### config.mk
export PLATFORM = sky130hd
export DESIGN_NAME = matrix_key_scan
export DESIGN_NICKNAME = d
export VERILOG_FILES = /design/src/rtl/matrix_key_scan.sv
export SDC_FILE = /design/constraint.sdc
export NUM_CORES = 1
export LEC_CHECK = 0
export BUFFER_PORTS_ARGS = -buffer_cell sky130_fd_sc_hd__buf_2
export CAP_MARGIN = 20
export CORE_MARGIN = 2
export CORE_UTILIZATION = 30
export DETAILED_ROUTE_END_ITERATION = 16
export PLACE_DENSITY = 0.41
export SYNTH_ARGS = -nofsm -noshare
export SYNTH_HDL_FRONTEND = slang
export SYNTH_SLANG_ARGS = --single-unit
### constraint.sdc
create_clock -name CLK -period 20 [get_ports CLK]
set_input_delay 3 -clock CLK [delete_from_list [all_inputs] [get_ports CLK]]
set_output_delay 3 -clock CLK [all_outputs]
set_load 0.1 [all_outputs]
### src/rtl/matrix_key_scan.sv
// 4x4 matrix keypad scanner: rotating active-low row drive, per-frame column snapshot,
// frame-level debounce and key commit. Define MATRIX_KEY_RELEASE_FLAG_EN to also flag releases.
module matrix_key_scan #(
    parameter int SCAN_DIV     = 50000,
    parameter int SETTLE       = 16,
    parameter int STABLE_SCANS = 20
) (
    input  logic       CLK,
    input  logic       nRST,
    input  logic [3:0] COL,
    output logic [3:0] ROW,
    output logic [3:0] KEY_VALUE,
    output logic       KEY_FLAG,
    output logic       KEY_PRESSED
);

    localparam int DW = (SCAN_DIV > 1) ? $clog2(SCAN_DIV) : 1;
    localparam int SW = $clog2(STABLE_SCANS + 1);
    localparam logic [DW-1:0] SETTLE_LAST = DW'(SETTLE - 1);
    localparam logic [DW-1:0] HOLD_LAST   = DW'(SCAN_DIV - 1);
    localparam logic [SW-1:0] STABLE_FULL = SW'(STABLE_SCANS);

`ifdef MATRIX_KEY_RELEASE_FLAG_EN
    localparam logic RELEASE_FLAG = 1'b1;
`else
    localparam logic RELEASE_FLAG = 1'b0;
`endif

    typedef enum logic [3:0] {
        S_SETTLE = 4'b0001,
        S_SAMPLE = 4'b0010,
        S_HOLD   = 4'b0100,
        S_EVAL   = 4'b1000
    } state_t;

    state_t          state;
    state_t          state_next;
    logic [DW-1:0]   dwell_cnt;
    logic [1:0]      row_idx;
    logic [3:0]      col_meta;
    logic [3:0]      col_sync;
    logic [15:0]     frame;
    logic [SW-1:0]   stable_cnt;
    logic [SW-1:0]   stable_next;
    logic            prev_hit;
    logic [3:0]      prev_code;

    logic            settle_done;
    logic            row_end;
    logic            do_sample;
    logic            do_eval;

    logic [4:0]      low_count;
    logic            frame_hit;
    logic [3:0]      frame_code;
    logic            commit;

    always_ff @(posedge CLK or negedge nRST) begin
        if (!nRST) begin
            state <= S_SETTLE;
        end else begin
            state <= state_next;
        end
    end

    always_comb begin
        state_next = state;
        case (state)
            S_SETTLE: if (dwell_cnt == SETTLE_LAST) state_next = S_SAMPLE;
            S_SAMPLE: state_next = S_HOLD;
            S_HOLD:   if (dwell_cnt == HOLD_LAST) state_next = (row_idx == 2'd3) ? S_EVAL : S_SETTLE;
            S_EVAL:   state_next = S_SETTLE;
            default:  state_next = S_SETTLE;
        endcase
    end

    always_comb begin
        settle_done = (state == S_SETTLE) && (dwell_cnt == SETTLE_LAST);
        row_end     = (state == S_HOLD) && (dwell_cnt == HOLD_LAST);
        do_sample   = (state == S_SAMPLE);
        do_eval     = (state == S_EVAL);
    end

    always_ff @(posedge CLK or negedge nRST) begin
        if (!nRST) begin
            col_meta <= 4'b1111;
            col_sync <= 4'b1111;
        end else begin
            col_meta <= COL;
            col_sync <= col_meta;
        end
    end

    // The dwell counter runs across a whole row, so settle + sample + hold is SCAN_DIV clocks.
    always_ff @(posedge CLK or negedge nRST) begin
        if (!nRST) begin
            dwell_cnt <= '0;
            row_idx   <= 2'd0;
            ROW       <= 4'b1110;
            frame     <= 16'hFFFF;
        end else begin
            if (row_end || do_eval) begin
                dwell_cnt <= '0;
            end else begin
                dwell_cnt <= dwell_cnt + DW'(1);
            end
            if (row_end) begin
                row_idx <= row_idx + 2'd1;
                ROW     <= {ROW[2:0], ROW[3]};
            end
            if (do_sample) begin
                frame[{row_idx, 2'b00} +: 4] <= col_sync;
            end
        end
    end

    // Multiple low bits (ghosting or multi-press) collapse to the released result.
    always_comb begin
        low_count  = 5'd0;
        frame_code = 4'd0;
        for (int i = 0; i < 16; i++) begin
            if (!frame[i]) begin
                low_count  = low_count + 5'd1;
                frame_code = 4'(i);
            end
        end
        frame_hit = (low_count == 5'd1);
        if (!frame_hit) begin
            frame_code = 4'd0;
        end
    end

    always_comb begin
        stable_next = SW'(1);
        if ((frame_hit == prev_hit) && (frame_code == prev_code)) begin
            stable_next = (stable_cnt == STABLE_FULL) ? stable_cnt : stable_cnt + SW'(1);
        end
        commit = (stable_next == STABLE_FULL) && (stable_cnt != STABLE_FULL);
    end

    always_ff @(posedge CLK or negedge nRST) begin
        if (!nRST) begin
            stable_cnt  <= '0;
            prev_hit    <= 1'b0;
            prev_code   <= 4'd0;
            KEY_VALUE   <= 4'd0;
            KEY_PRESSED <= 1'b0;
            KEY_FLAG    <= 1'b0;
        end else begin
            KEY_FLAG <= 1'b0;
            if (do_eval) begin
                stable_cnt <= stable_next;
                prev_hit   <= frame_hit;
                prev_code  <= frame_code;
                if (commit) begin
                    if (frame_hit && (!KEY_PRESSED || (KEY_VALUE != frame_code))) begin
                        KEY_VALUE   <= frame_code;
                        KEY_PRESSED <= 1'b1;
                        KEY_FLAG    <= 1'b1;
                    end else if (!frame_hit && KEY_PRESSED) begin
                        KEY_PRESSED <= 1'b0;
                        KEY_FLAG    <= RELEASE_FLAG;
                    end
                end
            end
        end
    end

endmodule
# == After elaboration in Yosys (flattened, before gate mapping) ==
# Cells that the tools add are included.
# W data, S select, Z words.
# classes
n_addsub,19
n_eq_ne,16
shift,2
n_mux,45
reduce_logical,13
# ops
operator,n
$mux W5,17
$add A5 B1 Y5 const B,15
$mux W4,17
$add A16 B1 Y16 const B,1
$bwmux W16,1
$eq A16 B16 Y1 const B,1
$eq A16 B4 Y1 const B,1
$mux W16,1
$shift A4 B6 Y16 const A,1
$shiftx A4 B6 Y16,1
$pmux W4 S3,1
$eq A5 B5 Y1 const B,2
$mux W1,7
$neg A4 Y6,1
$reduce_and A3 Y1,2
$eq A5 B1 Y1 const B,1
$logic_and A1 B1 Y1,5
$ne A5 B5 Y1 const B,1
$eq A4 B1 Y1 const B,1
$eq A4 B2 Y1 const B,1
$eq A4 B3 Y1 const B,1
$eq A4 B4 Y1,1
$eq A4 B4 Y1 const B,1
$ne A2 B1 Y1 const B,2
10 further kinds,12
# word_totals
regBits,66
input_bits,6
wordCells,108

# == Depth between registers and ports, before layout ==
# Gate-level depths: netlist of the first run.
# logic_depth
word_depth,40
mapped_depth,53
depth_no_buf,51

# == Least setup slack after synthesis of the first run ==
# Ideal clock, no wire load.
# synth_path
kind,register to register
startpoint,register frame[0]
endpoint,register KEY_VALUE[0]
setup_ns,0.128
arrival_ns,9.188
required_ns,19.872
setup_slack_ns,10.684
path_stages_with_launch,53
n_path_buf,2
period_less_slack_ns,9.316
cell_sequence,dfstp_2 -> inv_1 -> ha_1 -> xnor2_2 -> ha_1 -> nand2b_1 -> nand2_1 -> ha_1 -> nand2b_1 -> nand2_1 -> ha_1 -> inv_1 -> o32ai_1 -> or2_2 -> ha_1 -> nor2_1 -> a21oi_1 -> ha_1 -> [17 not listed] -> nand2_1 -> ha_1 -> o21a_1 -> ha_1 -> nor2b_1 -> a21o_1 -> ha_1 -> mux2_2 -> ha_1 -> nor2b_1 -> xnor2_1 -> xor2_1 -> o31ai_1 -> nor4b_1 -> mux2i_1 -> buf_4 -> nor2_1 -> mux2_1
# synth_via
elab_chain_cells,39
elab_cells_between_ends,43
cone_classes,add/sub (15); eq/ne (5); mux (18); reduce/logical (5)
# synth_lines
element,line_no,text
from (decl),42,logic [15:0] frame;
"from (signal, indexed assignment)",112,"frame[{row_idx, 2'b00} +: 4] <= col_sync;"
$mux W1 (*),122,if (!frame[i]) begin
$add A1 B1 Y2,123,low_count = low_count + 5'd1;
$mux W5 (*),122,
$add A5 B1 Y5,123,
$mux W5 (*),122,
$add A5 B1 Y5,123,
$mux W5 (*),122,
$add A5 B1 Y5,123,
[23 not listed],n/a,
$eq A5 B1 Y1 (*),127,frame_hit = (low_count == 5'd1);
$mux W4,128,if (!frame_hit) begin
$eq A4 B4 Y1,135,if ((frame_hit == prev_hit) && (frame_code == prev_code)) begin
$logic_and A1 B1 Y1,135,
$mux W5,135,
$eq A5 B5 Y1,138,commit = (stable_next == STABLE_FULL) && (stable_cnt != STABLE_FULL);
$logic_and A1 B1 Y1,138,
$reduce_and A3 Y1 (no source line),n/a,
to (signal assigned),157,KEY_VALUE <= frame_code;
to (decl),12,"output logic [3:0] KEY_VALUE,"
# Every way passes the cells marked *; elsewhere a longest branch is shown, timed or not.
# A chain may end at the register's enable or synchronous reset.

# == Final worst setup path of the first run ==
# layout_path
startpoint,register frame[0]
endpoint,register KEY_VALUE[1]
# The elaborated chain is that of the path after synthesis.

==> results of run 1 <==
-- power groups by stage --
| stage | Clock [W] | Combinational [W] | Sequential (W) |
|---|---|---|---|
| 6_report | 0.000159 | 0.000554 | 0.000138 |
| 3_5_place_dp | 0 | 0.000549 | 0.000140 |
| 3_3_place_gp | 0 | 0.000542 | 0.000140 |
| 5_1_grt | 0.000169 | 0.000630 | 0.000138 |
| 4_1_cts | 0.000164 | 0.000553 | 0.000138 |
| 2_1_floorplan | 0 | 0.000461 | 0.000139 |
-- sequential cells by signal (all words and copies together) (netlist names) --
signal	flops
KEY_VALUE	4
prev_code	4
stable_cnt	5
col_meta	4
frame	16
row_idx	2
dwell_cnt	16
prev_hit	1
KEY_PRESSED	1
state	4
ROW	4
KEY_FLAG	1
col_sync	4
-- cell usage after synthesis, types with 8 or more instances --
library cell  count
nor2_1           43
inv_1            21
nand2_1          70
clkbuf_1         12
dfstp_2          28
nand2b_1         15
o21ai_0          27
xor2_1           22
mux2_2            8
dfrtp_1          38
nor2b_1          12
nand3_1          16
a21oi_1          15
xnor2_1          34
ha_1             24
nor3_1            9
-- cells in the final DEF, fill, tap and decap left out, types with 12 or more instances in the layout --
master,instances
xor2_1,22
xnor2_1,34
o21ai_0,27
nand3_1,16
inv_1,21
nor2_1,43
nand2b_1,15
buf_2,15
a21oi_1,15
dfstp_2,28
nor2b_1,12
dfrtp_1,38
ha_1,24
nand2_1,70
-- metal layers --
metal / GRT usage / wire length, um / up-vias
li1: - / - / 1827
met1: 0.165 / 4830 / 1655
met2: 0.202 / 4600 / 29
met3: 0.0195 / 153 / 9
met4: 0.0463 / 131 / 0
met5: 0 / 0 / -
-- cells by family after synthesis --
| logic type | Yosys count |
|---|---|
| and+or+nand+nor | 218 |
| AOI/OAI and AO/OA | 82 |
| xor gates and xnor gates | 71 |
| DFF | 66 |
| buffers and inverters | 40 |
| adders and majority gates | 25 |
| muxes | 17 |
-- worst max-delay path by stage --
stage / slack (ps) / to / startpoint
after floorplan: 10680 / KEY_VALUE[0] / frame[0]
after global routing: 9000 / KEY_VALUE[0] / frame[1]
after CTS: 9500 / KEY_VALUE[1] / frame[0]
after detailed placement: 9510 / KEY_VALUE[1] / frame[0]
after global placement: 9800 / stable_cnt[1] / frame[0]
final: 9930 / KEY_VALUE[1] / frame[0]
-- critical path: cells and delay by family, from the launching register on --
kind | cells | cell delay [ps]
buf+inv | 3 | 190
mux | 3 | 780
flops | 1 | 540
fa+ha+maj | 14 | 3930
xor+xnor | 3 | 680
simple gates | 17 | 2300
compound gates | 10 | 1530
-- through the flow --
step                      hold slack, ps  setup WS, ps  cell area [um^2]  power (W)  utilization
after floorplan                      345         10680              4810   0.000599            -
after global placement               346          9800              5100   0.000682        0.323
after detailed placement             347          9510              5100   0.000689        0.323
after CTS                            354          9500              5410   0.000855        0.343
after global routing                 354          9000              5410   0.000937        0.343
final                                353          9930              5410   0.000850        0.343
-- area by class of cell --
| cell class | count | area share |
|---|---|---|
| Clock buffer | 13 | 0.0538 |
| Clock inverter | 3 | 0.00347 |
| Inverter | 21 | 0.0146 |
| Multi-Input combinational cell | 413 | 0.547 |
| Sequential cell | 66 | 0.312 |
| Tap cell | 216 | 0.0499 |
| Timing Repair Buffer | 19 | 0.0194 |
==> results.ini, run 1 <==
[clocking]
cts_buffer_depth = 2
cts.sinks = 66
ctsResizeCount = 0
cts_hold_buf = 0
cts_made_buffers = 9
htreeDepth = 3
clk_pin_slew_worst_paths_ps = 60
cts_setup_buffers = 0
worstSkewPairLatency_ps = 330
root_buffer = clkbuf_16
cts_tree = built

[worst_setup_path]
reg2reg_to = KEY_VALUE[1]
cp-end-kind = flop
worst-r2r-cell-count = 50
worstSetupPathType = reg -> reg
r2r_start = frame[0]
cpMostUsedCell = ha_1
required_ps = 20210
critPathLaunchType = flop
crit_path_max_incr_delay_ps = 540
crit_slowest_cell = dfstp_2
cp.arrival_ps = 10280
cp_max_fo = 8
rrSetupSlack_ps = 9930

[placed_design]
dp_cells = 734
gp_congestion = 0.754
dp_hpwl_um = 7190
port_buffers = 15

[detailed_routing]
ant_nets = 0
vias = 3520
drc_errors = 0
vias_per_cell = 4.69
drt-pass1-iter-count = 4
wl_um = 9720
drt-wirelength-per-cell_um = 12.9
drt_iter0_drc = 162

[logic_synthesis]
yosysWarningCount = 0
synth_top_area_share = 0.198
synth_xor_area_frac = 0.172
synth_area_leader_cell = dfrtp_1
ys_seq_area_frac = 0.350
syn_nets = 549
synth_area_um2 = 4810
avgSynthCellArea_um2 = 9.27
synth_ff_type = dfrtp_1
synth-async-reset-ratio = 1.00
synth.area.top_cells = dfrtp_1 20%, dfstp_2 15%, ha_1 6.2%
ys_ff_latch = 66
synth_top_family_by_area = simple AND/OR/NAND/NOR gates
syn-instance-count = 519
synth_edf_count = 0
synth_compound_area_frac = 0.111
synthSimpleGateAreaFrac = 0.229
ys_types = 66
yosys.area_share.adder = 0.0645
synth.area.mux_share = 0.0406

[sta]
finalSetupViolCount = 0
fin_crit_ps = 10070
rsz0062_at_grt = false
drv_slew = 0
fin_crit_sh = 0.504
fmax_ghz = 0.0993
setup_tns_ps = 0
hold_violations = 0
slew_headroom = 0.428
finClkSkew_ps = 8.64
worst_pin_slew_ps = 858

[hold_path]
hold_path_depth = 0
min_from = col_meta[3]
hp-class = reg -> reg
hold_end = col_sync[3]

[global_route]
grt_overflow = 0
grt_max_degree = 67
grt_usage = 0.123
grt_pass1_vias = 3434
antenna_found_initial = 0
grt_pass1_wl_um = 16900

[finish]
diodes = 0
multiInputGateArea_um2 = 2960
layout-drive-gt1-share = 0.168
area_growth_pct = 12.5
seq_area_um2 = 1690
fillCellCount = 1667
layout.cells.non_filler = 751
final_nets = 560

[floorplanning]
die_h_um = 131
row_count = 46
initial_core_util = 0.305
die-area_um2 = 17100
coreArea_um2 = 15800
ios = 16
die_x_um = 131

[power]
p_sw_frac = 0.410
leakage_nw = 2.29
p_int_w = 0.000502
max-vdd-ir-drop_v = 0.000121
power_density_nw_per_um2 = 157
seqPwrFrac = 0.162
power_frac_comb = 0.652
pwr-share-clk = 0.187
netSwitchingPower_w = 0.000349

[run_status]
status = completed

[job]
drv_cap = 0

(Power assumes the default switching activity.)
==> inputs of run 2 (changes only) <==
--- a/config.mk
+++ b/config.mk
@@ -10,7 +10,7 @@
 export CORE_MARGIN = 2
 export CORE_UTILIZATION = 30
 export DETAILED_ROUTE_END_ITERATION = 16
-export PLACE_DENSITY = 0.41
+export PLACE_DENSITY = 0.43
 export SYNTH_ARGS = -nofsm -noshare
 export SYNTH_HDL_FRONTEND = slang
 export SYNTH_SLANG_ARGS = --single-unit
==> constraint.sdc (replaced) <==
create_clock -name CLK -period 8.5 [get_ports CLK]
set_input_delay 1.275 -clock CLK [delete_from_list [all_inputs] [get_ports CLK]]
set_output_delay 1.275 -clock CLK [all_outputs]
set_load 0.1 [all_outputs]
==> run 2 against run 1 <==
Net effect:
- the flow now finishes with violations (setup timing)
- sequential power up 130%
- cell area up 12%
- die area unchanged
- power rose to 2.9 times the previous value
- routed wire length up 8.6%
- critical path type unchanged
==> results.ini, run 2 (same netlist as run 1, synthesis figures left out) <==
[floorplanning]
row_count = 46
coreArea_um2 = 15800
initial_core_util = 0.305
die_x_um = 131
die_h_um = 131
die-area_um2 = 17100
ios = 16

[sta]
setup_tns_ps = -4580
fin_crit_sh = 1.04
rsz0062_at_grt = true
drv_slew = 0
fin_ws_ps = -360
slew_headroom = 0.435
fin_crit_ps = 8860
worst_pin_slew_ps = 848
finalSetupViolCount = 16
fmax_ghz = 0.113
finClkSkew_ps = 9.49
hold_violations = 0

[finish]
layout-drive-gt1-share = 0.313
finalInstanceArea_um2 = 6080
final_nets = 603
top_regs = dwell_cnt (16), frame (16), stable_cnt (5)
area_growth_pct = 26.3
final_util = 0.386
diodes = 0
layout_commonest_cell = nand2_1
layout_common_cells = 66 x nand2_1, 46 x buf_4, 39 x nor2_1

[global_route]
grt_pass1_vias = 3853
grt_usage = 0.134
grt_max_degree = 67
grt_pass1_wl_um = 18400
grt_overflow = 0
antenna_found_initial = 0

[power]
max-vdd-ir-drop_v = 0.000289
leakage_nw = 2.54
power_density_nw_per_um2 = 411

[worst_setup_path]
cp.arrival_ps = 9070
worstSetupPathType = reg -> reg
cpMostUsedCell = ha_4
crit_start = frame[1]
cp-end-kind = flop
worst-r2r-cell-count = 51
r2r_start = frame[1]
crit_slowest_cell = dfstp_2
crit_path_max_incr_delay_ps = 560
required_ps = 8710
critPathLaunchType = flop
cp_max_fo = 3
reg2reg_to = KEY_VALUE[1]
rrSetupSlack_ps = -360

[clocking]
root_buffer = clkbuf_16
htreeDepth = 3
cts_tree = built
worstSkewPairLatency_ps = 330
cts.sinks = 66
cts_buffer_depth = 2
clk_pin_slew_worst_paths_ps = 60
cts_made_buffers = 9

[hold_path]
hp-class = reg -> reg
min_from = col_meta[2]
hold_end = col_sync[2]
hold_path_depth = 0

[detailed_routing]
vias = 3755
drt-pass1-iter-count = 4
wl_um = 10600
drc_errors = 0
ant_nets = 0
drt_iter0_drc = 143
drt-wirelength-per-cell_um = 13.3
vias_per_cell = 4.73

[placed_design]
gp_congestion = 0.811
postPlaceCellArea_um2 = 5460
dp_slack_ps = -832
dp_hpwl_um = 7610
port_buffers = 15

[job]
drv_cap = 0

[run_status]
status = finished with violations
violations = setup timing

## run 2: cell count changes in the layout (fill, tap and decap cells not counted), sizes merged
cell | before | now
inv | 21 | 27
clkinvlp | 0 | 1
buf | 19 | 62
clkinv | 3 | 0
clkbuf | 13 | 9
## run 2: final cells by class
type | instances | area, um^2
clock buffer | 9 | 225
tap | 216 | 270
sequential | 66 | 1690
clock inverter | 7 | 57.6
fill | 1615 | 9690
timing repair buffer | 62 | 432
multi-input combinational | 413 | 3330
inverter | 21 | 81.3
## run 2: how the worst max path moves through the flow
stage / endpoint / slack (ps) / cells after the start
floorplan: KEY_VALUE[0] / -350 / 52
global placement: KEY_VALUE[0] / -540 / 51
detailed placement: KEY_VALUE[0] / -830 / 51
CTS: KEY_VALUE[1] / -470 / 48
global route: stable_cnt[4] / -810 / 51
finish: KEY_VALUE[1] / -360 / 51
## run 2: critical path: cells and delay by family (launching register included)
| kind | cells | cell delay (ps) |
|---|---|---|
| xor+xnor | 3 | 510 |
| simple gates | 17 | 1940 |
| mux | 3 | 730 |
| fa+ha+maj | 14 | 3330 |
| buf+inv | 4 | 320 |
| flops | 1 | 560 |
| compound gates | 10 | 1370 |
## run 2: timing repair
item                                    4_1_cts  5_1_grt
buffers inserted                              6        8
hold buffers                                  0        0
pin swaps                                    22       17
gates resized for setup                      30       19
endpoints found under the setup margin       16       16
## run 2: metal layers
layer	up-vias	wire, um	part of all wire	global-route usage
li1	1915	-	-	-
met1	1792	5160	0.49	0.174
met2	36	5040	0.48	0.225
met3	12	171	0.016	0.0212
met4	0	182	0.017	0.0507
met5	-	0	0	0
## run 2: power by group
| part | internal [W] | total [W] | switching, W | leakage, nW |
|---|---|---|---|---|
| Sequential | 0.000320 | 0.000323 | 0.00000274 | 0.803 |
| Clock | 0.000203 | 0.000352 | 0.000150 | 0.140 |
| Combinational | 0.000948 | 0.00183 | 0.000877 | 1.59 |
| Total | 0.00147 | 0.00250 | 0.00103 | 2.54 |
## run 2: metrics by stage
step / power [W] / hold slack [ps] / std cells
6_report: 0.00250 / 356 / 794
5_1_grt: 0.00272 / 360 / 794
4_1_cts: 0.00241 / 358 / 787
3_5_place_dp: 0.00186 / 348 / 765
3_3_place_gp: 0.00184 / 347 / 765
2_1_floorplan: 0.00148 / 345 / 519
